$ cat src/rtl/ssd_scan_driver.sv
`default_nettype none
// ============================================================================
//  Module   : ssd_scan_driver
//  Function : N-digit seven-segment scan driver with binary-to-BCD conversion.
//             Shows a loaded binary value in hex or decimal form. Anodes and
//             cathodes are active low and time-multiplexed one digit at a time.
//  Options  : define LEADING_ZERO_BLANK_EN to blank leading zero digits.
//  Revision : 1.0  initial release
// ============================================================================
module ssd_scan_driver #(
  parameter int NUM_DIGITS = 8,
  parameter int BIN_W      = 16,
  parameter int SCAN_DIV   = 50000
) (
  input  logic                  ClkPort,
  input  logic                  Reset,
  input  logic [BIN_W-1:0]      bin_in,
  input  logic                  load,
  input  logic                  dec_mode,
  input  logic [NUM_DIGITS-1:0] digit_en,
  input  logic [NUM_DIGITS-1:0] dp_mask,
  output logic                  busy,
  output logic                  ovf,
  output logic [NUM_DIGITS-1:0] An,
  output logic [7:0]            Cath
);

  localparam int c_DW = 4 * NUM_DIGITS;
  localparam int c_IW = (NUM_DIGITS > 1) ? $clog2(NUM_DIGITS) : 1;
  localparam int c_PW = $clog2(SCAN_DIV);
  localparam int c_CW = $clog2(BIN_W) + 1;

  localparam logic [c_IW-1:0] c_IDX_LAST = c_IW'(NUM_DIGITS - 1);
  localparam logic [c_PW-1:0] c_PRE_LAST = c_PW'(SCAN_DIV - 1);
  localparam logic [c_CW-1:0] c_CNT_LAST = c_CW'(BIN_W - 1);

  typedef enum logic [0:0] {
    S_IDLE = 1'b0,
    S_CONV = 1'b1
  } state_t;

  state_t            r_state;
  state_t            w_state_nxt;
  logic              w_start_dec;
  logic              w_load_hex;
  logic              w_conv_last;

  logic [BIN_W-1:0]  r_bin;
  logic [c_DW-1:0]   r_bcd;
  logic [c_CW-1:0]   r_cnt;
  logic              r_ovf_acc;
  logic [c_DW-1:0]   r_disp;
  logic              r_ovf;

  logic [c_DW-1:0]   w_bcd_adj;
  logic [c_DW-1:0]   w_bcd_shift;
  logic              w_shift_out;
  logic [c_DW-1:0]   w_hex_val;
  logic              w_hex_ovf;

  logic [c_PW-1:0]   r_pre;
  logic [c_IW-1:0]   r_idx;
  logic [3:0]        w_nib;
  logic [7:0]        w_seg;
  logic [NUM_DIGITS-1:0] w_an_nxt;
  logic [7:0]        w_cath_nxt;
  logic [NUM_DIGITS-1:0] r_an;
  logic [7:0]        r_cath;

  // Segment pattern per nibble, bit7..bit0 = Ca..Cg,Dp, 0 = lit, Dp off.
  function automatic logic [7:0] f_font(input logic [3:0] n);
    case (n)
      4'h0:    f_font = 8'h03;
      4'h1:    f_font = 8'h9F;
      4'h2:    f_font = 8'h25;
      4'h3:    f_font = 8'h0D;
      4'h4:    f_font = 8'h99;
      4'h5:    f_font = 8'h49;
      4'h6:    f_font = 8'h41;
      4'h7:    f_font = 8'h1F;
      4'h8:    f_font = 8'h01;
      4'h9:    f_font = 8'h09;
      4'hA:    f_font = 8'h11;
      4'hB:    f_font = 8'hC1;
      4'hC:    f_font = 8'h63;
      4'hD:    f_font = 8'h85;
      4'hE:    f_font = 8'h61;
      default: f_font = 8'h71;
    endcase
  endfunction

  // Hex capture: truncate or zero-extend the input to the display width.
  if (BIN_W > c_DW) begin : g_hex_trunc
    assign w_hex_val = bin_in[c_DW-1:0];
    assign w_hex_ovf = |bin_in[BIN_W-1:c_DW];
  end else if (BIN_W == c_DW) begin : g_hex_exact
    assign w_hex_val = bin_in;
    assign w_hex_ovf = 1'b0;
  end else begin : g_hex_ext
    assign w_hex_val = {{(c_DW - BIN_W){1'b0}}, bin_in};
    assign w_hex_ovf = 1'b0;
  end

  // Conversion state register.
  always_ff @(posedge ClkPort or posedge Reset) begin
    if (Reset) r_state <= S_IDLE;
    else       r_state <= w_state_nxt;
  end

  // Next-state logic: loads are only honoured in IDLE, so a busy load is dropped.
  always_comb begin
    w_state_nxt = r_state;
    w_start_dec = 1'b0;
    w_load_hex  = 1'b0;
    w_conv_last = 1'b0;
    case (r_state)
      S_IDLE: begin
        if (load) begin
          if (dec_mode) begin
            w_start_dec = 1'b1;
            w_state_nxt = S_CONV;
          end else begin
            w_load_hex = 1'b1;
          end
        end
      end
      S_CONV: begin
        if (r_cnt == c_CNT_LAST) begin
          w_conv_last = 1'b1;
          w_state_nxt = S_IDLE;
        end
      end
      default: w_state_nxt = S_IDLE;
    endcase
  end

  // One double-dabble step: add 3 to every nibble >= 5, then shift in the next bit.
  always_comb begin
    w_bcd_adj = r_bcd;
    for (int k = 0; k < NUM_DIGITS; k++) begin
      if (r_bcd[4*k +: 4] >= 4'd5) w_bcd_adj[4*k +: 4] = r_bcd[4*k +: 4] + 4'd3;
    end
    w_bcd_shift = {w_bcd_adj[c_DW-2:0], r_bin[BIN_W-1]};
    w_shift_out = w_bcd_adj[c_DW-1];
  end

  // Conversion datapath; the display only changes on a hex load or the last step.
  always_ff @(posedge ClkPort or posedge Reset) begin
    if (Reset) begin
      r_bin     <= '0;
      r_bcd     <= '0;
      r_cnt     <= '0;
      r_ovf_acc <= 1'b0;
      r_disp    <= '0;
      r_ovf     <= 1'b0;
    end else begin
      if (w_start_dec) begin
        r_bin     <= bin_in;
        r_bcd     <= '0;
        r_cnt     <= '0;
        r_ovf_acc <= 1'b0;
      end else if (r_state == S_CONV) begin
        r_bin     <= r_bin << 1;
        r_bcd     <= w_bcd_shift;
        r_cnt     <= r_cnt + 1'b1;
        r_ovf_acc <= r_ovf_acc | w_shift_out;
        if (w_conv_last) begin
          r_disp <= w_bcd_shift;
          r_ovf  <= r_ovf_acc | w_shift_out;
        end
      end
      if (w_load_hex) begin
        r_disp <= w_hex_val;
        r_ovf  <= w_hex_ovf;
      end
    end
  end

  // Prescaler and digit index; the index advances when the prescaler wraps.
  always_ff @(posedge ClkPort or posedge Reset) begin
    if (Reset) begin
      r_pre <= '0;
      r_idx <= '0;
    end else if (r_pre == c_PRE_LAST) begin
      r_pre <= '0;
      r_idx <= (r_idx == c_IDX_LAST) ? '0 : r_idx + 1'b1;
    end else begin
      r_pre <= r_pre + 1'b1;
    end
  end

`ifdef LEADING_ZERO_BLANK_EN
  logic [NUM_DIGITS-1:0] w_blank;
  logic                  w_upper_zero;

  // A digit is blanked when it and every higher digit are zero; digit 0 never is.
  always_comb begin
    w_blank      = '0;
    w_upper_zero = 1'b1;
    for (int k = NUM_DIGITS - 1; k >= 1; k--) begin
      w_upper_zero = w_upper_zero & (r_disp[4*k +: 4] == 4'd0);
      w_blank[k]   = w_upper_zero;
    end
  end
`endif

  // Anode/cathode pattern for the digit currently selected by the scan index.
  always_comb begin
    w_nib = r_disp[{r_idx, 2'b00} +: 4];
    w_seg = f_font(w_nib);
`ifdef LEADING_ZERO_BLANK_EN
    if (w_blank[r_idx]) w_seg = 8'hFF;
`endif
    w_an_nxt   = '1;
    w_cath_nxt = 8'hFF;
    if (digit_en[r_idx]) begin
      w_an_nxt[r_idx] = 1'b0;
      w_cath_nxt      = {w_seg[7:1], ~dp_mask[r_idx]};
    end
  end

  // Registered pad drivers so anode and cathode switch on the same edge.
  always_ff @(posedge ClkPort or posedge Reset) begin
    if (Reset) begin
      r_an   <= '1;
      r_cath <= 8'hFF;
    end else begin
      r_an   <= w_an_nxt;
      r_cath <= w_cath_nxt;
    end
  end

  assign busy = (r_state == S_CONV);
  assign ovf  = r_ovf;
  assign An   = r_an;
  assign Cath = r_cath;

endmodule
`default_nettype wire

$ cat config.mk
export PLATFORM = sky130hd
export DESIGN_NAME = ssd_scan_driver
export DESIGN_NICKNAME = d
export VERILOG_FILES = /design/src/rtl/ssd_scan_driver.sv
export SDC_FILE = /design/constraint.sdc
export NUM_CORES = 1
export LEC_CHECK = 0
export BUFFER_PORTS_ARGS = -buffer_cell sky130_fd_sc_hd__buf_4
export CORE_MARGIN = 3
export CORE_UTILIZATION = 35
export CTS_CLUSTER_SIZE = 25
export DETAILED_ROUTE_END_ITERATION = 12
export PLACE_DENSITY = 0.62
export SYNTH_ARGS = -nofsm -noshare
export SYNTH_HDL_FRONTEND = slang
export SYNTH_SLANG_ARGS = --single-unit
$ cat constraint.sdc
create_clock -name ClkPort -period 5.3 [get_ports ClkPort]
set_input_delay 1.06 -clock ClkPort [delete_from_list [all_inputs] [get_ports ClkPort]]
set_output_delay 1.06 -clock ClkPort [all_outputs]
set_load 0.01 [all_outputs]
## Word-level counts from Yosys, hierarchy flattened

Memories as Yosys holds them, arrays and structs flattened.
Cells that the tools add are included.

- Magnitude comparators: 10
- Divide/modulo/power cells: 0
- Bitwise operators: 4
- Equal/unequal tests: 4
- Multiplexer cells: 44
- Shift operators: 1
- Add/sub/neg operators: 11
- Reduce and logical (&&, ||, !) cells: 5
- Multipliers: 0

Operators by type and width:

| cell | number |
|---|---|
| 32-bit 2-to-1 mux | 6 |
| 16-bit 2-to-1 mux | 3 |
| 4-bit by 2-bit adder with 4-bit output (second input constant) | 8 |
| 4-bit by 3-bit >= comparator with 1-bit output (second input constant) | 8 |
| 4-bit 2-to-1 mux | 8 |
| 32-bit by 6-bit indexed part select with 4-bit output | 1 |
| 1-bit 2-to-1 mux | 18 |
| 16-bit by 1-bit adder with 16-bit output (second input constant) | 1 |
| 16-bit equality test (second input constant) | 1 |
| 8-bit 2-to-1 mux | 2 |
| 5-bit 2-to-1 mux | 2 |
| 8-bit NOT | 1 |
| 1-bit binary-select mux with 3-bit select | 2 |
| 2-bit nonzero test | 3 |
| 5-bit by 1-bit adder with 5-bit output (second input constant) | 1 |
| 5-bit by 4-bit equality test with 1-bit output (second input constant) | 1 |
| 3-bit by 4-bit < comparator with 1-bit output (second input constant) | 1 |
| 3-bit by 1-bit adder with 3-bit output (second input constant) | 1 |
| 1-bit demux with 3-bit select | 1 |
| 3-bit equality test (second input constant) | 1 |
| 3-bit by 1-bit >= comparator with 1-bit output (second input constant) | 1 |
| 3-bit 2-to-1 mux | 1 |
| 3-bit AND reduction | 1 |
| 2-bit by 1-bit != test with 1-bit output (second input constant) | 1 |
| other kinds (4) | 5 |

- Memory bits (read-only): 112
- Bits in writable memories: 0
- Flip-flop bits (word level): 123
- Input bits: 36
- Output and inout bits: 18
- Latch bits: 0
- Memories kept: 1
- Logic and storage cells: 91

Memories:

| name | words | bits a word | rd ports | clocked after Yosys merged registers in | wr ports | RTL line | text |
|---|---|---|---|---|---|---|---|
| (no name shown) | 16 | 7 | 1 | 0 | 0 | 72 | `case (n)` |

## Depth between registers and ports, before layout

Gate-level depths: netlist of the first run.

- Word-level depth: 7
- Mapped depth: 10
- Mapped depth without buffers: 9

## Least setup slack after synthesis of the first run

No wires, ideal clock.

- Path type: flip-flop to flip-flop
- Start: register r_idx[0]
- End: register r_cath[4] (netlist: Cath[4])
- Period minus slack after synthesis: 2.241 ns
- Setup slack: 3.059 ns
- Cell stages (with the launch flop): 11
- Arrival time: 2.134 ns
- Path buffers: 2
- Path through: dfrtp_1 buf_6 buf_2 mux4_2 mux2i_4 inv_1 ha_1 inv_1 nor3_1 a211oi_1 o21ai_0

- Longest elaborated chain between the ends: 3
- Elaborated cells between the ends (all ways): 5
- Those cells by class: shift: 1; mux: 3; memory: 1

RTL lines:

| item | RTL line | text |
|---|---|---|
| start, declared | 62 | `logic [c_IW-1:0] r_idx;` |
| start signal, assigned | 186 | `r_idx <= (r_idx == c_IDX_LAST) ? '0 : r_idx + 1'b1;` |
| 32-bit by 6-bit indexed part select with 4-bit output / 1-bit binary-select mux with 3-bit select (equally long branches) | 209, 216 |  |
| memory read 16 x 7 bit / 1-bit 2-to-1 mux (equally long branches) | n/a |  |
| 8-bit 2-to-1 mux * | 216 | `if (digit_en[r_idx]) begin` |
| net w_cath_nxt[4] | 66 | `logic [7:0] w_cath_nxt;` |
| end signal, assigned | 229 | `r_cath <= w_cath_nxt;` |
| end, declared | 68 | `logic [7:0] r_cath;` |

Mark *: on every way through the listed nets, which the timed path passes. The rest lies on a longest branch. The select of a mux whose other input is x is not followed.
A chain may end at the register's enable or synchronous reset.

## Worst setup path in the final report of the first run

- Start: register r_idx[2]
- End: register r_cath[4] (netlist: Cath[4])

The elaborated chain is that of the path after synthesis.

==> qor_table.md, run 1 <==
| Step | Result | Reported |
|---|---|---|
| timing | Fin crit share | 54.78% |
| setup path | CP startpoint kind | register |
| setup path | Critical path endpoint category | register |
| final layout | Share of cells above drive strength 1 | 20.56% |
| synthesis | Syn Std Cell Area | 6668 sq um |
| final layout | Final nets | 765 |
| setup path | Required time worst endpoint | 5.61 ns |
| final layout | Number of fill cells in the layout | 1739 |
| final layout | Area growth from synthesis to layout | 17.71% |
| global routing | Met2 capacity usage during global routing | 22.15% |
| setup path | Biggest cell delay along the critical path | 0.97 ns |
| timing | Setup TNS | 0 ns |
| setup path | Top cell by count, worst path | sky130_fd_sc_hd__inv_1 |
| flow run | # Max-Cap Violations | 0 |
| timing | Final setup violation count | 0 |
| setup path | Worst reg2reg endpoint | Cath[4] |
| placed design | Port bufs | 53 |
| drt | Drt first-iter violations | 285 |
| synthesis | Count of state elements after synthesis | 123 |
| setup path | Buffers & Inverters on Critical Path | 2 |
| drt | Average wire per cell in the routed design | 15.35 microns |
| synthesis | Commonest cells post-synth | 107 x sky130_fd_sc_hd__dfrtp_1, 91 x sky130_fd_sc_hd__nand2_1, 58 x sky130_fd_sc_hd__o21ai_0 |
| placed design | Total instance count after detailed placement | 912 |
| drt | Total number of vias | 4757 |
| status | Outcome | finished clean |
| synthesis | Async set or reset register ratio after synthesis | 100.0% |
| setup path | Largest delay share family, worst path | flip-flops |
| floorplanning | Die H | 144.0 microns |
| clock network | Buffer depth of the longest clock path | 2 |
| clock network | Clock tree from TritonCTS | yes |
| floorplanning | Number of primary I/O pins | 54 |
| synthesis | Avg Cell Area, Syn | 10.12 sq um |
| clock network | Insertion delay of the later-clocked pin in the worst-skew pair | 0.42 ns |
| setup path | Worst reg-to-reg path cell count | 9 |
| setup path | Depth of the critical timing path with buffers and inverters included | 9 |
| timing | WHS | 0.4852 ns |
| final layout | Post-route standard cell area excluding fillers | 7849 sq um |
| floorplanning | Floorplan die area | 20740 sq um |
| timing | Count of pins over their slew limit | 0 |
| global routing | Vias in the first global route | 4608 |
| power | Post-layout power | 4.258 mW |
| setup path | Top fanout value on the critical path | 28 |
| drt | Avg Vias per Cell | 5.039 |
| global routing | Global-route met1 utilization | 20.40% |
| synthesis | Sequential element share of the synthesized area | 46.46% |
| clock network | TritonCTS sink count | 123 |
| global routing | Maximum number of pins on one net before global-route repair | 79 |
| setup path | Kind of critical path | register to register |
| clock network | CTS clock-pin slew for the worst setup and hold paths | 0.06 ns |
| setup path | Worst reg-to-reg setup slack | 2.40 ns |
| drt | ANT nets after route | 0 |
| power | Pwr Density | 542.5 nW/um^2 |
| min path | Hold-critical path endpoint | r_bin[5] |
| placed design | Placer's final routability congestion estimate | 0.8176 |
| timing | Time the final worst path needs with I/O delays and setup | 2.903 ns |
| synthesis | Count of mapped cells out of synthesis | 659 |
| global routing | Met3 GRT Util | 3.737% |
| synthesis | Library cell occupying the most area in the post-synthesis netlist | sky130_fd_sc_hd__dfrtp_1 |
| global routing | Number of antenna violations at the first check in global routing | 0 |
| timing | Maximum operating frequency | 0.3444 GHz |
| clock network | Number of buffers created by CTS | 17 |
| final layout | Antenna diodes | 0 |
| placed design | Detailed Place HPWL | 9511 microns |
| timing | Worst-Margin Slew | 1.014 ns |
| setup path | Worst EP arrival | 3.21 ns |
| synthesis | Post-Syn Nets | 722 |
| synthesis | Area share of the largest cell type after synthesis | 40.16% |
| final layout | Final Core Density | 42.82% |
| power | Maximum resistive drop on vdd | 0.2682 mV |
| floorplanning | Floorplan row count | 49 |
| global routing | Gr usage total | 14.53% |
| drt | DRT Pass-1 Iters | 4 |
| min path | Hold Crit Depth | 2 |
| setup path | Critical path cell sequence | mux2i_1, nor2_1, a2111oi_4, inv_1, ha_1, inv_1, nor3_1, a211oi_1, o21ai_0 |
| synthesis | Cell types occupying the most area after synthesis | sky130_fd_sc_hd__dfrtp_1 40%, sky130_fd_sc_hd__mux2i_1 7.7%, sky130_fd_sc_hd__dfstp_2 6.3% |
| drt | Final Routed Wirelength | 14490 microns |
| clock network | Setup Fix Bufs, Post-CTS | 0 |
| timing | Final worst-path setup slack | 2.397 ns |
| timing | Rel. slew slack | 32.43% |
| floorplanning | Horizontal die dimension | 144.0 microns |
| synthesis | Number of warning messages in the yosys log | 0 |
| placed design | Worst-case setup slack after placement | 2.430 ns |
| floorplanning | Initial cell density of the core | 36.37% |
| synthesis | Prevailing post-synth register cell | sky130_fd_sc_hd__dfrtp_1 |
| timing | Unrepaired setup endpoints after global routing | false |
| global routing | Most utilized layer in the global route result | met2 |
| clock network | Number of buffers inserted for hold repair after clock tree synthesis | 0 |
| timing | Hold violation total from the final report | 0 |
| floorplanning | Area of the core region | 18330 sq um |
| placed design | Placement Cell Area | 7247 sq um |
| synthesis | Most repeated cell in the gate-level netlist after synthesis | sky130_fd_sc_hd__dfrtp_1 |
| power | Leakage | 3.580 nW |
| synthesis | Number of synthesized flops with an enable pin | 0 |
| synthesis | Synth unique cells | 57 |
| min path | Hold_sp | r_bin[4] |
| drt | # DRC | 0 |
| timing | Worst setup skew after layout | 0.006544 ns |
| clock network | CTS H-tree depth | 4 |
| min path | HP Class | register to register |
| global routing | Overflow left after global routing | 0 |
| setup path | Master of the slowest instance on the critical path | sky130_fd_sc_hd__dfrtp_1 |
| clock network | Total of cells resized after clock tree synthesis | 0 |
| global routing | Global-route wire length before repair | 23940 microns |
| final layout | Non-filler cells, final | 944 |
| clock network | Clock root buffer | sky130_fd_sc_hd__clkbuf_16 |
| setup path | Crit Reg-Reg Startpoint | r_idx[2] |
==> worst min-delay path, cell delays in order, from the launching register on <==
cell and delay [ns]:
sky130_fd_sc_hd__dfrtp_1 0.34, sky130_fd_sc_hd__nand2_1 0.05, sky130_fd_sc_hd__o21ai_0 0.06
==> layout by cell type, fill, tap and decap left out, drive strengths merged, types with 10 or more instances in the layout <==
cell type	netlist	routed
dfrtp	107	107
nand2	91	91
buf	13	61
o21ai	60	60
mux2i	52	52
a21oi	38	38
nor2	31	31
ha	27	27
mux2	25	25
inv	23	24
nand3	18	18
clkbuf	24	18
dfstp	16	16
xnor2	16	16
nor2b	14	14
nor3b	11	11
xor2	10	10
==> worst max path at each step <==
stage          endpoint  slack (ns)      from
2_1_floorplan      busy         1.0     Reset
3_3_place_gp    Cath[4]        2.49  r_idx[0]
3_5_place_dp    Cath[4]        2.43  r_idx[0]
4_1_cts         Cath[4]        2.42  r_idx[2]
5_1_grt         Cath[4]        2.13  r_idx[2]
6_report        Cath[4]        2.40  r_idx[2]
==> routing by layer <==
metal  up-vias  part of all wire, %
met5         -                    0
met4         0                  1.0
met3        12                  3.8
met2        70                   45
met1      2279                   50
li1       2396                    -
==> flip-flops by register name, summed over array words and instances (netlist names) <==
name / cells
r_bin: 16
r_bcd: 32
r_idx: 3
r_disp: 32
busy: 1
An: 8
Cath: 8
r_ovf_acc: 1
r_cnt: 5
ovf: 1
r_pre: 16
==> cells by family (layout without fill, tap and decap cells) <==
kind of cell	Yosys count	after routing	synth area share, %
buffers and inverters	60	116	3.941
xor gates and xnor gates	26	26	3.415
adders and majority gates	27	27	5.067
AOI/OAI and AO/OA	137	137	12.84
DFF	123	123	46.46
and+or+nand+nor	207	207	15.28
muxes	79	79	13.00
==> where the power goes <==
part | leakage, nW | switching, mW | internal [mW]
Sequential | 1.52 | 0.275 | 1.28
Combinational | 1.78 | 0.817 | 0.703
Clock | 0.279 | 0.446 | 0.739
==> final cells by class <==
| type | count | area, sq um | area share (%) |
|---|---|---|---|
| multi-input combinational | 476 | 3314 | 42.23 |
| inverter | 23 | 88.84 | 1.132 |
| clock buffer | 18 | 429.2 | 5.468 |
| timing repair buffer | 61 | 457.9 | 5.835 |
| tap | 229 | 286.5 | 3.651 |
| clock inverter | 14 | 172.7 | 2.200 |
| sequential | 123 | 3099 | 39.49 |
Power figures use the tool's default switching activity.
==> run 2: changes to the inputs <==
--- a/config.mk
+++ b/config.mk
@@ -10,7 +10,7 @@
 export CORE_UTILIZATION = 35
 export CTS_CLUSTER_SIZE = 25
 export DETAILED_ROUTE_END_ITERATION = 12
-export PLACE_DENSITY = 0.62
+export PLACE_DENSITY = 0.64
 export SYNTH_ARGS = -nofsm -noshare
 export SYNTH_HDL_FRONTEND = slang
 export SYNTH_SLANG_ARGS = --single-unit
==> constraint.sdc (replaced) <==
create_clock -name ClkPort -period 2.4 [get_ports ClkPort]
set_input_delay 0.48 -clock ClkPort [delete_from_list [all_inputs] [get_ports ClkPort]]
set_output_delay 0.48 -clock ClkPort [all_outputs]
set_load 0.01 [all_outputs]
==> run 2 against run 1 <==
- clock skew increased by 0.0026 ns
- setup slack got worse by 2.2 ns
- critical path type unchanged
- sequential cell count unchanged
- sequential power increased by 120%
==> qor_table.md, run 2 (synthesized netlist as in run 1, its figures left out) <==
| Step | Result | Reported | Delta |
|---|---|---|---|
| timing | Maximum operating frequency | 0.4490 GHz | +30% |
| timing | Final setup violation count | 0 | unchanged |
| clock network | CTS H-tree depth | 4 | unchanged |
| final layout | Number of fill cells in the layout | 1754 | +0.86% |
| global routing | Vias in the first global route | 4674 | +1.4% |
| setup path | Worst Setup SP | r_idx[0] |  |
| final layout | Post-route standard cell area excluding fillers | 7958 sq um | +1.4% |
| final layout | Biggest registers after layout | r_bcd x32, r_disp x32 |  |
| clock network | Buffer depth of the longest clock path | 2 | unchanged |
| final layout | Antenna diodes | 0 | unchanged |
| placed design | Placer's final routability congestion estimate | 0.8300 | +1.5% |
| setup path | Worst reg-to-reg setup slack | 0.17 ns | -2.22 ns |
| placed design | Placement Cell Area | 7378 sq um | +1.8% |
| drt | Drt first-iter violations | 223 | -22% |
| power | Leakage | 3.628 nW | +1.3% |
| timing | Rel. slew slack | 60.19% | +28 points |
| power | Maximum resistive drop on vdd | 0.5576 mV | +110% |
| timing | Worst-Margin Slew | 0.5936 ns | -0.4199 ns |
| floorplanning | Floorplan die area | 20740 sq um | unchanged |
| floorplanning | Floorplan row count | 49 | unchanged |
| final layout | Area growth from synthesis to layout | 19.35% |  |
| setup path | Worst reg-to-reg path cell count | 8 | -1 |
| timing | Setup TNS | 0 ns | unchanged |
| drt | Avg Vias per Cell | 5.097 | +1.1% |
| global routing | Global-route wire length before repair | 23890 microns | -0.18% |
| clock network | Number of buffers inserted for hold repair after clock tree synthesis | 0 | unchanged |
| clock network | Clock root buffer | sky130_fd_sc_hd__clkbuf_16 |  |
| clock network | Insertion delay of the later-clocked pin in the worst-skew pair | 0.43 ns | about the same |
| floorplanning | Die H | 144.0 microns | unchanged |
| final layout | Final nets | 773 | +1.0% |
| timing | Hold violation total from the final report | 0 | unchanged |
| drt | # DRC | 0 | unchanged |
| floorplanning | Initial cell density of the core | 36.37% | unchanged |
| timing | Time the final worst path needs with I/O delays and setup | 2.227 ns | -0.6764 ns |
| clock network | TritonCTS sink count | 123 | unchanged |
| global routing | Number of antenna violations at the first check in global routing | 0 | unchanged |
| drt | Final Routed Wirelength | 14560 microns | +0.48% |
| setup path | Worst reg2reg endpoint | Cath[4] |  |
| setup path | Critical path endpoint category | register |  |
| placed design | Port bufs | 53 | unchanged |
| timing | Unrepaired setup endpoints after global routing | false |  |
| clock network | Number of buffers created by CTS | 17 | unchanged |
| timing | Final worst-path setup slack | 0.1729 ns | -2.224 ns |
| timing | Worst setup skew after layout | 0.009131 ns | +0.002587 ns |
| timing | Count of pins over their slew limit | 0 | unchanged |
| status | Outcome | finished clean |  |
| drt | ANT nets after route | 0 | unchanged |
| drt | Total number of vias | 4852 | +2.0% |
| final layout | Seq. cell area | 3103 sq um | +0.12% |
| placed design | Detailed Place HPWL | 10040 microns | +5.6% |
| final layout | Share of cells above drive strength 1 | 21.85% | +1.3 points |
| timing | Fin crit share | 92.79% | +38 points |
| clock network | CTS clock-pin slew for the worst setup and hold paths | 0.06 ns | about the same |
| power | Post-layout power | 9.292 mW | +120% |
| setup path | Crit Reg-Reg Startpoint | r_idx[0] |  |
| setup path | Worst EP arrival | 2.57 ns | -0.64 ns |
| floorplanning | Area of the core region | 18330 sq um | unchanged |
| drt | Average wire per cell in the routed design | 15.30 microns | -0.36% |
| setup path | Required time worst endpoint | 2.74 ns | -2.87 ns |
| global routing | Gr usage total | 14.67% | +0.14 points |
| global routing | Maximum number of pins on one net before global-route repair | 82 | +3.8% |
| placed design | Worst-case setup slack after placement | 0.05412 ns | -2.376 ns |
| floorplanning | Number of primary I/O pins | 54 | unchanged |
| flow run | # Max-Cap Violations | 0 | unchanged |
| power | Pwr Density | 1168 nW/um^2 | +120% |
| floorplanning | Horizontal die dimension | 144.0 microns | unchanged |
| drt | DRT Pass-1 Iters | 4 | unchanged |
| final layout | Most common library cell in the layout ignoring fill and taps | sky130_fd_sc_hd__dfrtp_1 |  |
| final layout | Multi-input logic area | 3318 sq um | +0.11% |
| final layout | Final Core Density | 43.41% | +0.59 points |
| setup path | Kind of critical path | register to register |  |
| min path | HP Class | primary input to async pin |  |
| clock network | Clock tree from TritonCTS | yes |  |
| final layout | Highest-count cells in the layout ignoring fill and taps | 105 x sky130_fd_sc_hd__dfrtp_1, 90 x sky130_fd_sc_hd__nand2_1, 62 x sky130_fd_sc_hd__buf_4 |  |
| global routing | Overflow left after global routing | 0 | unchanged |
| setup path | CP startpoint kind | register |  |
| setup path | Top fanout value on the critical path | 8 | -71% |
## run 2: area by class of cell
class                      instances  share of cell area (%)
clock buffer                      18                   5.519
inverter                          23                   1.132
tap                              229                   3.601
timing repair buffer              69                   7.500
sequential                       123                   38.99
clock inverter                    14                   1.557
multi-input combinational        476                   41.70
## run 2: routing by layer
metal  global-route usage (%)  part of all wire (%)  vias up
li1                         -                     -     2407
met1                    20.64                    50     2347
met2                    21.85                    44       83
met3                    4.332                   4.8       15
met4                    4.559                   1.2        0
met5                        0                     0        -
## run 2: worst max-delay path, stage by stage, from the launching register on
cell,delay (ns)
sky130_fd_sc_hd__dfrtp_2,0.46
sky130_fd_sc_hd__or3b_2,0.49
sky130_fd_sc_hd__a21oi_2,0.21
sky130_fd_sc_hd__a2111oi_4,0.06
sky130_fd_sc_hd__buf_4,0.17
sky130_fd_sc_hd__ha_1,0.31
sky130_fd_sc_hd__nor3_1,0.19
sky130_fd_sc_hd__nor3_1,0.07
sky130_fd_sc_hd__o21ai_0,0.18
## run 2: power breakdown
part | leakage [nW] | switching (mW) | internal (mW)
clock network | 0.256 | 0.993 | 1.45
registers | 1.52 | 0.636 | 2.82
logic | 1.85 | 1.79 | 1.61
## run 2: timing repair
item,4_1_cts,5_1_grt
endpoints found under the setup margin,0,5
gates resized for setup,0,3
buffers inserted,0,1
## run 2: worst max path at each step
stage	endpoint	slack (ns)	cells after the start
floorplan	Cath[4]	0.16	10
global placement	Cath[4]	0.11	10
detailed placement	Cath[7]	0.05	9
CTS	Cath[7]	0.03	9
global route	Cath[4]	0.05	9
finish	Cath[4]	0.17	8
## run 2: stage by stage
stage	cells	hold WS, ns
after global placement	919	0.4636
after global routing	952	0.1587
after floorplan	659	0.4495
after detailed placement	919	0.4726
after CTS	951	0.1528
final	952	0.1369
